$ cat src/rtl/blackjack_game_pkg.sv
// Shared constants, FSM state encoding and card helpers for the 21 game engine.
package blackjack_game_pkg;

    localparam logic [4:0] STAND_LIMIT = 5'd17;
    localparam logic [3:0] FACE_VALUE  = 4'd10;
    localparam logic [3:0] MAX_RANK    = 4'd13;

    // Feedback taps of x^6+x^5+1, as bit indices into the 6-bit state
    localparam int LFSR_TAP_HI = 5;
    localparam int LFSR_TAP_LO = 4;

    typedef enum logic [1:0] {
        MASTER = 2'd0,
        SLAVE  = 2'd1,
        DONE   = 2'd2
    } state_e;

    function automatic logic card_valid(input logic [3:0] rank);
        return (rank != 4'd0) && (rank <= MAX_RANK);
    endfunction

    function automatic logic [3:0] card_value(input logic [3:0] rank);
        return (rank > FACE_VALUE) ? FACE_VALUE : rank;
    endfunction

endpackage

$ cat src/rtl/blackjack_game_lfsr6.sv
// 6-bit Fibonacci LFSR card source; one step per clock, seed load wins over stepping.
// A zero seed is replaced by 1 so the register can never lock up.
module lfsr6
    import blackjack_game_pkg::*;
(
    input  logic       clock,
    input  logic       load,
    input  logic [5:0] pdata6,
    output logic [5:0] pn6
);

    logic [5:0] pn_q;
    logic [5:0] pn_d;

    always_comb begin
        pn_d = {pn_q[4:0], pn_q[LFSR_TAP_HI] ^ pn_q[LFSR_TAP_LO]};
        if (load) begin
            pn_d = (pdata6 == 6'd0) ? 6'h01 : pdata6;
        end
    end

    always_ff @(posedge clock) begin
        pn_q <= pn_d;
    end

    assign pn6 = pn_q;

endmodule

$ cat src/rtl/blackjack_game.sv
// Two-player 21 engine: deals one LFSR card per cycle to master, then slave, until each stands.
// Card effects are registered (1-cycle); the stand decision takes one extra cycle after the last draw.
module blackjack_game
    import blackjack_game_pkg::*;
(
    input  logic        clock,
    input  logic        new_Game,
    input  logic        load,
    input  logic [5:0]  pdata6,
    output logic [5:0]  pn6,
    output logic [3:0]  cardValue4,
    output logic [1:0]  color2,
    output logic [4:0]  totalValueMaster5,
    output logic [4:0]  totalValueSlave5,
    output logic        cardReadyMaster,
    output logic        cardReadySlave,
    output logic        finishMaster,
    output logic        finishSlave,
    output logic [2:0]  num_wire,
    output logic [15:0] bcdResults16
);

    state_e     state_q, state_d;
    logic [4:0] tot_m_q, tot_m_d;
    logic [4:0] tot_s_q, tot_s_d;
    logic [2:0] num_q, num_d;
    logic [3:0] card_q, card_d;
    logic [1:0] color_q, color_d;
    logic       fin_m_q, fin_m_d;
    logic       fin_s_q, fin_s_d;
    logic       rdy_m_q, rdy_m_d;
    logic       rdy_s_q, rdy_s_d;

    logic       draw_ok;
    logic [3:0] draw_val;
    logic [2:0] num_inc;

    lfsr6 u_lfsr (
        .clock  (clock),
        .load   (load),
        .pdata6 (pdata6),
        .pn6    (pn6)
    );

    assign draw_ok  = card_valid(pn6[3:0]);
    assign draw_val = card_value(pn6[3:0]);
    assign num_inc  = (num_q == 3'd7) ? 3'd7 : num_q + 3'd1;

    always_comb begin
        state_d = state_q;
        tot_m_d = tot_m_q;
        tot_s_d = tot_s_q;
        num_d   = num_q;
        card_d  = card_q;
        color_d = color_q;
        fin_m_d = fin_m_q;
        fin_s_d = fin_s_q;
        rdy_m_d = 1'b0;
        rdy_s_d = 1'b0;

        case (state_q)
            MASTER: begin
                if (tot_m_q >= STAND_LIMIT) begin
                    fin_m_d = 1'b1;
                    num_d   = 3'd0;
                    state_d = SLAVE;
                end else if (draw_ok) begin
                    tot_m_d = tot_m_q + {1'b0, draw_val};
                    card_d  = draw_val;
                    color_d = pn6[5:4];
                    rdy_m_d = 1'b1;
                    num_d   = num_inc;
                end
            end
            SLAVE: begin
                if (tot_s_q >= STAND_LIMIT) begin
                    fin_s_d = 1'b1;
                    num_d   = 3'd0;
                    state_d = DONE;
                end else if (draw_ok) begin
                    tot_s_d = tot_s_q + {1'b0, draw_val};
                    card_d  = draw_val;
                    color_d = pn6[5:4];
                    rdy_s_d = 1'b1;
                    num_d   = num_inc;
                end
            end
            DONE: begin
                state_d = DONE;
            end
            default: begin
                state_d = MASTER;
            end
        endcase
    end

    always_ff @(posedge clock) begin
        if (new_Game) begin
            state_q <= MASTER;
            tot_m_q <= 5'd0;
            tot_s_q <= 5'd0;
            num_q   <= 3'd0;
            card_q  <= 4'd0;
            color_q <= 2'd0;
            fin_m_q <= 1'b0;
            fin_s_q <= 1'b0;
            rdy_m_q <= 1'b0;
            rdy_s_q <= 1'b0;
        end else begin
            state_q <= state_d;
            tot_m_q <= tot_m_d;
            tot_s_q <= tot_s_d;
            num_q   <= num_d;
            card_q  <= card_d;
            color_q <= color_d;
            fin_m_q <= fin_m_d;
            fin_s_q <= fin_s_d;
            rdy_m_q <= rdy_m_d;
            rdy_s_q <= rdy_s_d;
        end
    end

    // Double-dabble: totals never exceed 26, so two BCD digits suffice
    function automatic logic [7:0] bin2bcd(input logic [4:0] bin);
        logic [12:0] sh;
        sh = {8'd0, bin};
        for (int i = 0; i < 5; i++) begin
            if (sh[8:5] >= 4'd5)  sh[8:5]  = sh[8:5] + 4'd3;
            if (sh[12:9] >= 4'd5) sh[12:9] = sh[12:9] + 4'd3;
            sh = sh << 1;
        end
        return sh[12:5];
    endfunction

    assign cardValue4        = card_q;
    assign color2            = color_q;
    assign totalValueMaster5 = tot_m_q;
    assign totalValueSlave5  = tot_s_q;
    assign cardReadyMaster   = rdy_m_q;
    assign cardReadySlave    = rdy_s_q;
    assign finishMaster      = fin_m_q;
    assign finishSlave       = fin_s_q;
    assign num_wire          = num_q;
    assign bcdResults16      = {bin2bcd(tot_m_q), bin2bcd(tot_s_q)};

endmodule

$ cat config.mk
export PLATFORM = sky130hd
export DESIGN_NAME = blackjack_game
export DESIGN_NICKNAME = d
export VERILOG_FILES = /design/src/rtl/blackjack_game_pkg.sv /design/src/rtl/blackjack_game_lfsr6.sv /design/src/rtl/blackjack_game.sv
export SDC_FILE = /design/constraint.sdc
export NUM_CORES = 1
export LEC_CHECK = 0
export BUFFER_PORTS_ARGS = -buffer_cell sky130_fd_sc_hd__buf_2
export CAP_MARGIN = 20
export CELL_PAD_IN_SITES_DETAIL_PLACEMENT = 1
export CELL_PAD_IN_SITES_GLOBAL_PLACEMENT = 1
export CORE_MARGIN = 5
export CORE_UTILIZATION = 42
export CTS_CLUSTER_SIZE = 8
export DETAILED_ROUTE_END_ITERATION = 12
export GPL_ROUTABILITY_DRIVEN = 0
export PLACE_DENSITY = 0.89
export SLEW_MARGIN = 20
export SYNTH_ARGS = -nofsm -noshare
export SYNTH_HDL_FRONTEND = slang
export SYNTH_SLANG_ARGS = --single-unit
$ cat constraint.sdc
create_clock -name clock -period 4 [get_ports clock]
set_input_delay 0.8 -clock clock [delete_from_list [all_inputs] [get_ports clock]]
set_output_delay 0.8 -clock clock [all_outputs]
set_load 0.05 [all_outputs]
==> results.txt, run 1 <==
The run finished with clean final reports. The filler cells instantiated in the layout total 585. Net switching is 53.8% of the power. Entering global routing, the biggest net connects 24 pins. The logs give 0 for the count of yosys warnings during synthesis and 2 for the buffer depth of the longest clock path. Dividing total power by cell area gives a power density of 769 mW/mm^2. Number of global-route vias before repair: 1963. In this run the power spent charging and discharging nets is 1.01 mW.

The tools report the global-route congestion overflow total as 0. The internal power component is 865 uW, and the count of buffers from port buffering is 49. The tree is rooted in a sky130_fd_sc_hd__clkbuf_8. Setup repair after global routing left no endpoint under its margin. At the pin with the least slew margin, the transition time is 0.530 ns.

The relative contribution of combinational cells to total power is 59.9%, and the detail-routed net length per standard cell is 15.7 um. Yosys attributes the largest share of cell area to sky130_fd_sc_hd__dfxtp_1 30%, sky130_fd_sc_hd__ha_1 13%, sky130_fd_sc_hd__mux2i_1 4.3%. For the worst setup path, the data required time is 3.20 ns. The die is 80.5 um wide. For the initial DRC count, the log shows 69. The clock tree synthesis step divided the H-tree into 2 levels. The number of flops mapped to enable cells by yosys was 0. In the global route stage, overall resource usage came out at 18.1%. The mean number of vias per cell is 5.37, and the sequential element share of the synthesized area is 29.8%. The run gives 328 uV as the largest vdd supply drop.

Measured on the finished design, the core utilization comes to 50.8%. The number of instances in the synthesized netlist came out at 229. The tools report the final wirelength as 5.35 mm. The share of total power dissipated in sequential elements is 25.6%. Post-synthesis area per instance: 9.10 um^2. In this run, the clock network consumes 14.5% of the power.

The run gives 0 as the initial antenna violation count. The max-slew violation count came out at 0. Along the worst path, the maximum fanout reaches 7. Counting the buffers created by CTS gives 5. The share of synthesized area in the top cell type comes to 29.8%. TritonCTS built the clock tree. The layout-stage area growth over the synthesis result was 16.7%; the die span in y was 80.5 um.

The critical path arrival is 2.87 ns, and the final count of hold timing violations is 0. Summing every instance area after synthesis gives 0.00208 mm^2. After detailed routing, the number of remaining DRC violations is 0. On the final layout, the worst clock skew is 0.00471 ns.

The run gives 0 as the post-cts gate resize count. 0 antenna diodes ended up in the layout. The critical path class is reg -> out. The count of nets left with antenna violations once routing finished came out at 0. The count of max-cap constraint violations was 0.

For the headroom to the max-slew limit, the log shows 64.5%. The post-CTS setup-driven buffer insertion count came out at 0. Sorting the synthesized cells by how often they occur yields 31 x sky130_fd_sc_hd__dfxtp_1, 22 x sky130_fd_sc_hd__ha_1, 22 x sky130_fd_sc_hd__nor2_1, 18 x sky130_fd_sc_hd__o21ai_0, 17 x sky130_fd_sc_hd__a21oi_1. After synthesis the netlist holds a flip-flop and latch count of 31. For the core area, the log shows 0.00479 mm^2.

After clock tree synthesis, the clock-pin slew on the worst setup and hold paths is 0.07 ns. For the overall die area, the log shows 0.00647 mm^2. Element type at the critical path start: a flop.

Summed over all nets, the half-perimeter wirelength after detailed placement is 3.99 mm. For this run, the top clock speed supported by timing is 0.273 GHz. Setup violations remaining at the end of the flow were counted as 0. The most common cell in the synthesized netlist is sky130_fd_sc_hd__dfxtp_1. The final critical path takes up 91.7% of the cycle.

In this run the static leakage power is 1.13 nW. The routed layout has 1827 vias. The tools report the clock network latency to the later pin of the worst-skew pair as 0.29 ns. The flip-flop cell with the highest count after synthesis was sky130_fd_sc_hd__dfxtp_1. In the final design database the tool counted 305 nets. The async set-or-reset flop fraction in the synthesized netlist works out to 0%. The worst setup path is captured at a primary output. The first detailed-routing pass took 4 iterations. The total negative slack for setup checks was 0 ns. Of the cells placed in the final design, the portion with a size suffix greater than 1 is 26.4%.

The cell type contributing the most total cell area after synthesis is sky130_fd_sc_hd__dfxtp_1. For the number of different library cells in the post-synthesis netlist, the log shows 49. The smallest clock period supported by the final layout is computed as 3.67 ns. The tree built by TritonCTS fans out to 31 sinks. The initial utilization of the core area, before any placement, comes to 43.6%. The global-route wire length before repair is 9.17 mm. The tightest min-delay check is of the reg -> reg type.

The number of hold buffers added after CTS was 0. Row generation in the floorplan step produced 25 rows. Pin placement for this block handled 54 I/O pins.
[final timing paths]
| check | slack, ns | end | startpoint | cells past startpoint |
|---|---|---|---|---|
| hold reg to reg | 0.48 | cardValue4[3]$_SDFFE_PP0P_ | cardValue4[3]$_SDFFE_PP0P_ | 2 |
| hold / removal | 0.48 | cardValue4[3]$_SDFFE_PP0P_ | cardValue4[3]$_SDFFE_PP0P_ | 2 |
| setup / recovery | 0.33 | bcdResults16[10] | totalValueMaster5[3]$_SDFFE_PP0P_ | 11 |
| setup reg to reg | 1.71 | totalValueSlave5[3]$_SDFFE_PP0P_ | u_lfsr.pn6[3]$_DFF_P_ | 7 |
[kinds of logic (layout without fill, tap and decap cells)]
group	Yosys count	count (layout)	share of synthesized area [%]
AOI/OAI and AO/OA	65	65	22.3
xor gates and xnor gates	7	7	2.94
adders and majority gates	24	24	15.1
buffers and inverters	31	72	7.14
DFF	31	31	29.8
muxes	16	16	8.10
other	1	4	0.180
and+or+nand+nor	54	54	14.4
[stage by stage]
stage               hold slack (ns)  power [mW]  cells  area (um^2)  worst slack (ns)
floorplan                     0.460        1.37    232         2100            0.0450
global placement              0.454        1.56    332         2330             0.658
detailed placement            0.460        1.60    332         2330             0.495
CTS                           0.486        1.90    340         2430             0.157
global route                  0.519        2.00    340         2430            0.0967
finish                        0.482        1.87    340         2430             0.334
[power by group through the flow]
stage | Sequential, mW | Combinational, mW | Clock [mW]
final | 0.479 | 1.12 | 0.271
after global placement | 0.479 | 1.08 | 0
after CTS | 0.480 | 1.14 | 0.281
after global routing | 0.494 | 1.21 | 0.294
after floorplan | 0.686 | 0.682 | 0
after detailed placement | 0.484 | 1.12 | 0
[critical path: stages (launching register included)]
cell and delay (ns):
sky130_fd_sc_hd__dfxtp_1 0.49, sky130_fd_sc_hd__inv_1 0.15, sky130_fd_sc_hd__ha_1 0.20, sky130_fd_sc_hd__inv_1 0.05, sky130_fd_sc_hd__ha_1 0.18, sky130_fd_sc_hd__a21oi_1 0.08, sky130_fd_sc_hd__xnor2_1 0.31, sky130_fd_sc_hd__ha_1 0.25
sky130_fd_sc_hd__nand2b_1 0.09, sky130_fd_sc_hd__a21boi_1 0.29, sky130_fd_sc_hd__mux2i_1 0.21, sky130_fd_sc_hd__buf_2 0.27
[routing by layer]
metal  vias to the layer above  share of wire (%)  GRT usage [%]  wire length (um)
li1                        891                  -              -                 -
met1                       884                 42           20.0              2250
met2                        41                 53           33.8              2810
met3                        11                3.4           3.48               180
met4                         0                2.1           6.93               110
met5                         -                  0              0                 0
[placed cells by master, fill, tap and decap left out, types with 3 or more instances in the layout]
cell type / Yosys / final
sky130_fd_sc_hd__dfxtp_1: 31 / 30
sky130_fd_sc_hd__o21ai_0: 18 / 18
sky130_fd_sc_hd__inv_1: 15 / 15
sky130_fd_sc_hd__nand2_1: 5 / 5
sky130_fd_sc_hd__buf_2: 2 / 49
sky130_fd_sc_hd__nor2_1: 22 / 22
sky130_fd_sc_hd__a31o_1: 3 / 3
sky130_fd_sc_hd__xnor2_1: 6 / 6
sky130_fd_sc_hd__ha_1: 22 / 22
sky130_fd_sc_hd__a21oi_1: 17 / 17
sky130_fd_sc_hd__nand3_1: 7 / 7
sky130_fd_sc_hd__a211oi_1: 5 / 5
sky130_fd_sc_hd__clkbuf_8: 0 / 7
sky130_fd_sc_hd__mux2i_1: 9 / 9
sky130_fd_sc_hd__conb_1: 1 / 4
sky130_fd_sc_hd__mux2_2: 6 / 6
sky130_fd_sc_hd__nor2b_1: 5 / 5
[final cells by class]
type / count / area, um^2 / area share, %
repair buffers: 49 / 245 / 10.1
well taps: 67 / 83.8 / 3.44
flip-flops and latches: 31 / 622 / 25.6
multi-input cells: 170 / 1330 / 54.5
clock buffers: 8 / 100 / 4.11
inverters: 15 / 56.3 / 2.31
[sequential cells by signal (all words and copies together), names as in the netlist]
signal             cells
finishMaster           1
cardValue4             4
totalValueSlave5       5
cardReadyMaster        1
num_wire               3
color2                 2
cardReadySlave         1
finishSlave            1
u_lfsr.pn6             6
totalValueMaster5      5
state_q                2
Power figures use the tool's default switching activity.
==> run 2: changes to the inputs <==
PLACE_DENSITY = default   (was 0.89)
PLACE_DENSITY_LB_ADDON = 0.08   (was default)
==> results.txt, run 2 (synthesis results as in run 1) <==
In this run the power spent charging and discharging nets is 989 uW. Clock latency on the worst-skew pair, taken at its later pin, is 0.28 ns. The logs give 0 for the global-route congestion overflow total and 0.554 ns for the setup slack at placement.

STA classifies the critical path startpoint as a flop. The layout-stage area growth over the synthesis result is 16.7%, and the footprint of the multi-input gates is 0.00133 mm^2. Summed over all cells, the static leakage comes to 1.13 nW. The number of flip-flops under the largest register name was 6; the fmax was 0.275 GHz. Leaving out fill and tap cells, the most frequent cell in the layout is sky130_fd_sc_hd__buf_2. STA classifies the critical path endpoint as a primary output. During placement, the flow inserted port buffers numbering 49. The first routing iteration left 26 violations. The logs give 0 for the detailed-route DRC error count and 54 for the number of top-level pins. The clock arrives with 0.00365 ns of skew. The logs give 59.5% for the relative contribution of combinational cells to total power and 2 for the buffer depth of the longest clock path. Across the run, the number of max-cap violations was 0. The internal power component came out at 864 uW. In the final layout, flip-flops and latches occupy 622 um^2.

The tightest min-delay check is of the reg -> reg type. The total track usage came out at 16.9%. Setup repair after global routing left no endpoint under its margin. The number of detailed-route iterations in the first pass was 4; the number of failing setup endpoints in the final timing report was 0. After detailed routing, the average wire length per cell comes to 14.6 um. The flow ran to the end, and the final reports show no timing, DRC or antenna violations. For the site row count, the log shows 25. Across the VDD grid, the largest voltage drop is 444 uV. The tools report the core area as 0.00479 mm^2. The number of clock sinks seen by CTS is 31. The slew at the pin closest to its max-slew limit is 0.519 ns, and the number of nets with antenna violations after detailed routing is 0. Hold repair after CTS inserted 0 buffers.

The top cell types in the final layout, fill and taps aside, are 49 x sky130_fd_sc_hd__buf_2, 30 x sky130_fd_sc_hd__dfxtp_1, 22 x sky130_fd_sc_hd__nor2_1, 22 x sky130_fd_sc_hd__ha_1, 18 x sky130_fd_sc_hd__o21ai_0. The worst path uses 90.9% of the clock period. The first global-routing pass estimated 8.63 mm of wire. The mean number of vias per cell is 5.29, and the initial antenna violation count is 0.

Critical path class: reg -> out. TritonCTS built the clock tree. Data on the critical path is required at its endpoint by 3.20 ns. Clock tree synthesis inserted a total of 5 buffers. The total negative slack for setup checks was 0 ns; the critical-path maximum fanout was 8. At the end of the flow, the number of nets in the layout was 305.

The logs give 0 for the final count of hold timing violations and 1799 for the number of vias after detailed routing. The number of global-route vias before repair came out at 1869. After layout, the minimum clock period comes to 3.64 ns.

Once the floorplan was initialized, standard cells occupied 43.6% of the core. Net switching is 53.4% of the power. The clock network accounts for 14.8% of the total power. The number of diodes was 0. The power density of the placed cells was 761 mW/mm^2. After layout, the worst setup slack is 0.364 ns. Entering global routing, the biggest net connects 24 pins. The tools report the share of total power in sequential cells as 25.7%. Summed over all nets, the half-perimeter wirelength after detailed placement is 3.80 mm.

The die is 80.5 um wide. In the final layout, the share of cells above drive strength 1 is 26.4%. The max-slew violation count is 0, and the final wirelength is 4.95 mm. The cell at the root of the clock tree was sky130_fd_sc_hd__clkbuf_8. For the worst setup path, the data arrival time is 2.84 ns. Fill cells in the final layout number 586. The floorplan step defined a die boundary enclosing 0.00647 mm^2. The headroom to the max-slew limit came out at 65.3%. The clock transition time at the flip-flop clock pins of the worst setup and hold paths is 0.07 ns. The die span in y was 80.5 um; the count of H-tree levels built during CTS was 2.
## run 2: path summary, 6_finish.rpt
kind | from | slack [ns] | to | cells after the start
max reg2reg | u_lfsr.pn6[3]$_DFF_P_ | 1.77 | totalValueMaster5[3]$_SDFFE_PP0P_ | 7
min reg2reg | finishMaster$_SDFFE_PP0N_ | 0.47 | finishMaster$_SDFFE_PP0N_ | 2
min | finishMaster$_SDFFE_PP0N_ | 0.47 | finishMaster$_SDFFE_PP0N_ | 2
max | totalValueMaster5[2]$_SDFFE_PP0P_ | 0.36 | bcdResults16[10] | 11
## run 2: layout make-up
class,count,area share (%)
Inverter,15,2.31
Multi-Input combinational cell,170,54.5
Tap cell,67,3.44
Sequential cell,31,25.6
Clock buffer,8,4.11
Timing Repair Buffer,49,10.1
## run 2: critical path, cell delays in order, from the launching register on
cell and delay (ns):
sky130_fd_sc_hd__dfxtp_1 0.49, sky130_fd_sc_hd__inv_1 0.15, sky130_fd_sc_hd__ha_1 0.22, sky130_fd_sc_hd__inv_1 0.05, sky130_fd_sc_hd__ha_1 0.18, sky130_fd_sc_hd__a21oi_1 0.09, sky130_fd_sc_hd__xnor2_1 0.30, sky130_fd_sc_hd__ha_1 0.26
sky130_fd_sc_hd__nand2b_1 0.08, sky130_fd_sc_hd__a21boi_1 0.25, sky130_fd_sc_hd__mux2i_1 0.21, sky130_fd_sc_hd__buf_2 0.28
## run 2: per-layer routing
| layer | wire [um] | GRT usage, % | up-vias | part of all wire [%] |
|---|---|---|---|---|
| met5 | 0 | 0 | - | 0 |
| met3 | 165 | 3.70 | 5 | 3.3 |
| met1 | 2230 | 19.5 | 870 | 45 |
| met4 | 63 | 5.57 | 0 | 1.3 |
| li1 | - | - | 893 | - |
| met2 | 2490 | 30.6 | 31 | 50 |
## run 2: what timing repair did
| item | 4_1_cts | 5_1_grt |
|---|---|---|
| buffers inserted | 0 | 0 |
| endpoints found under the setup margin | 0 | 2 |
| resized for setup | 0 | 1 |
| hold endpoints to repair | 0 | 0 |
## run 2: metrics by stage
stage	utilization (%)	area, um^2	power (mW)	hold WS, ns	std cells
floorplan	-	2100	1.37	0.460	232
global placement	48.7	2330	1.57	0.447	332
detailed placement	48.7	2330	1.59	0.460	332
CTS	50.8	2430	1.88	0.474	340
global route	50.8	2430	1.99	0.521	340
finish	50.8	2430	1.85	0.465	340
## run 2: power groups by stage
stage               clock [mW]  sequential (mW)  combinational [mW]
finish                   0.274            0.476                1.10
global route             0.299            0.489                1.20
CTS                      0.285            0.476                1.12
detailed placement           0            0.482                1.11
global placement             0            0.479                1.09
floorplan                    0            0.686               0.682
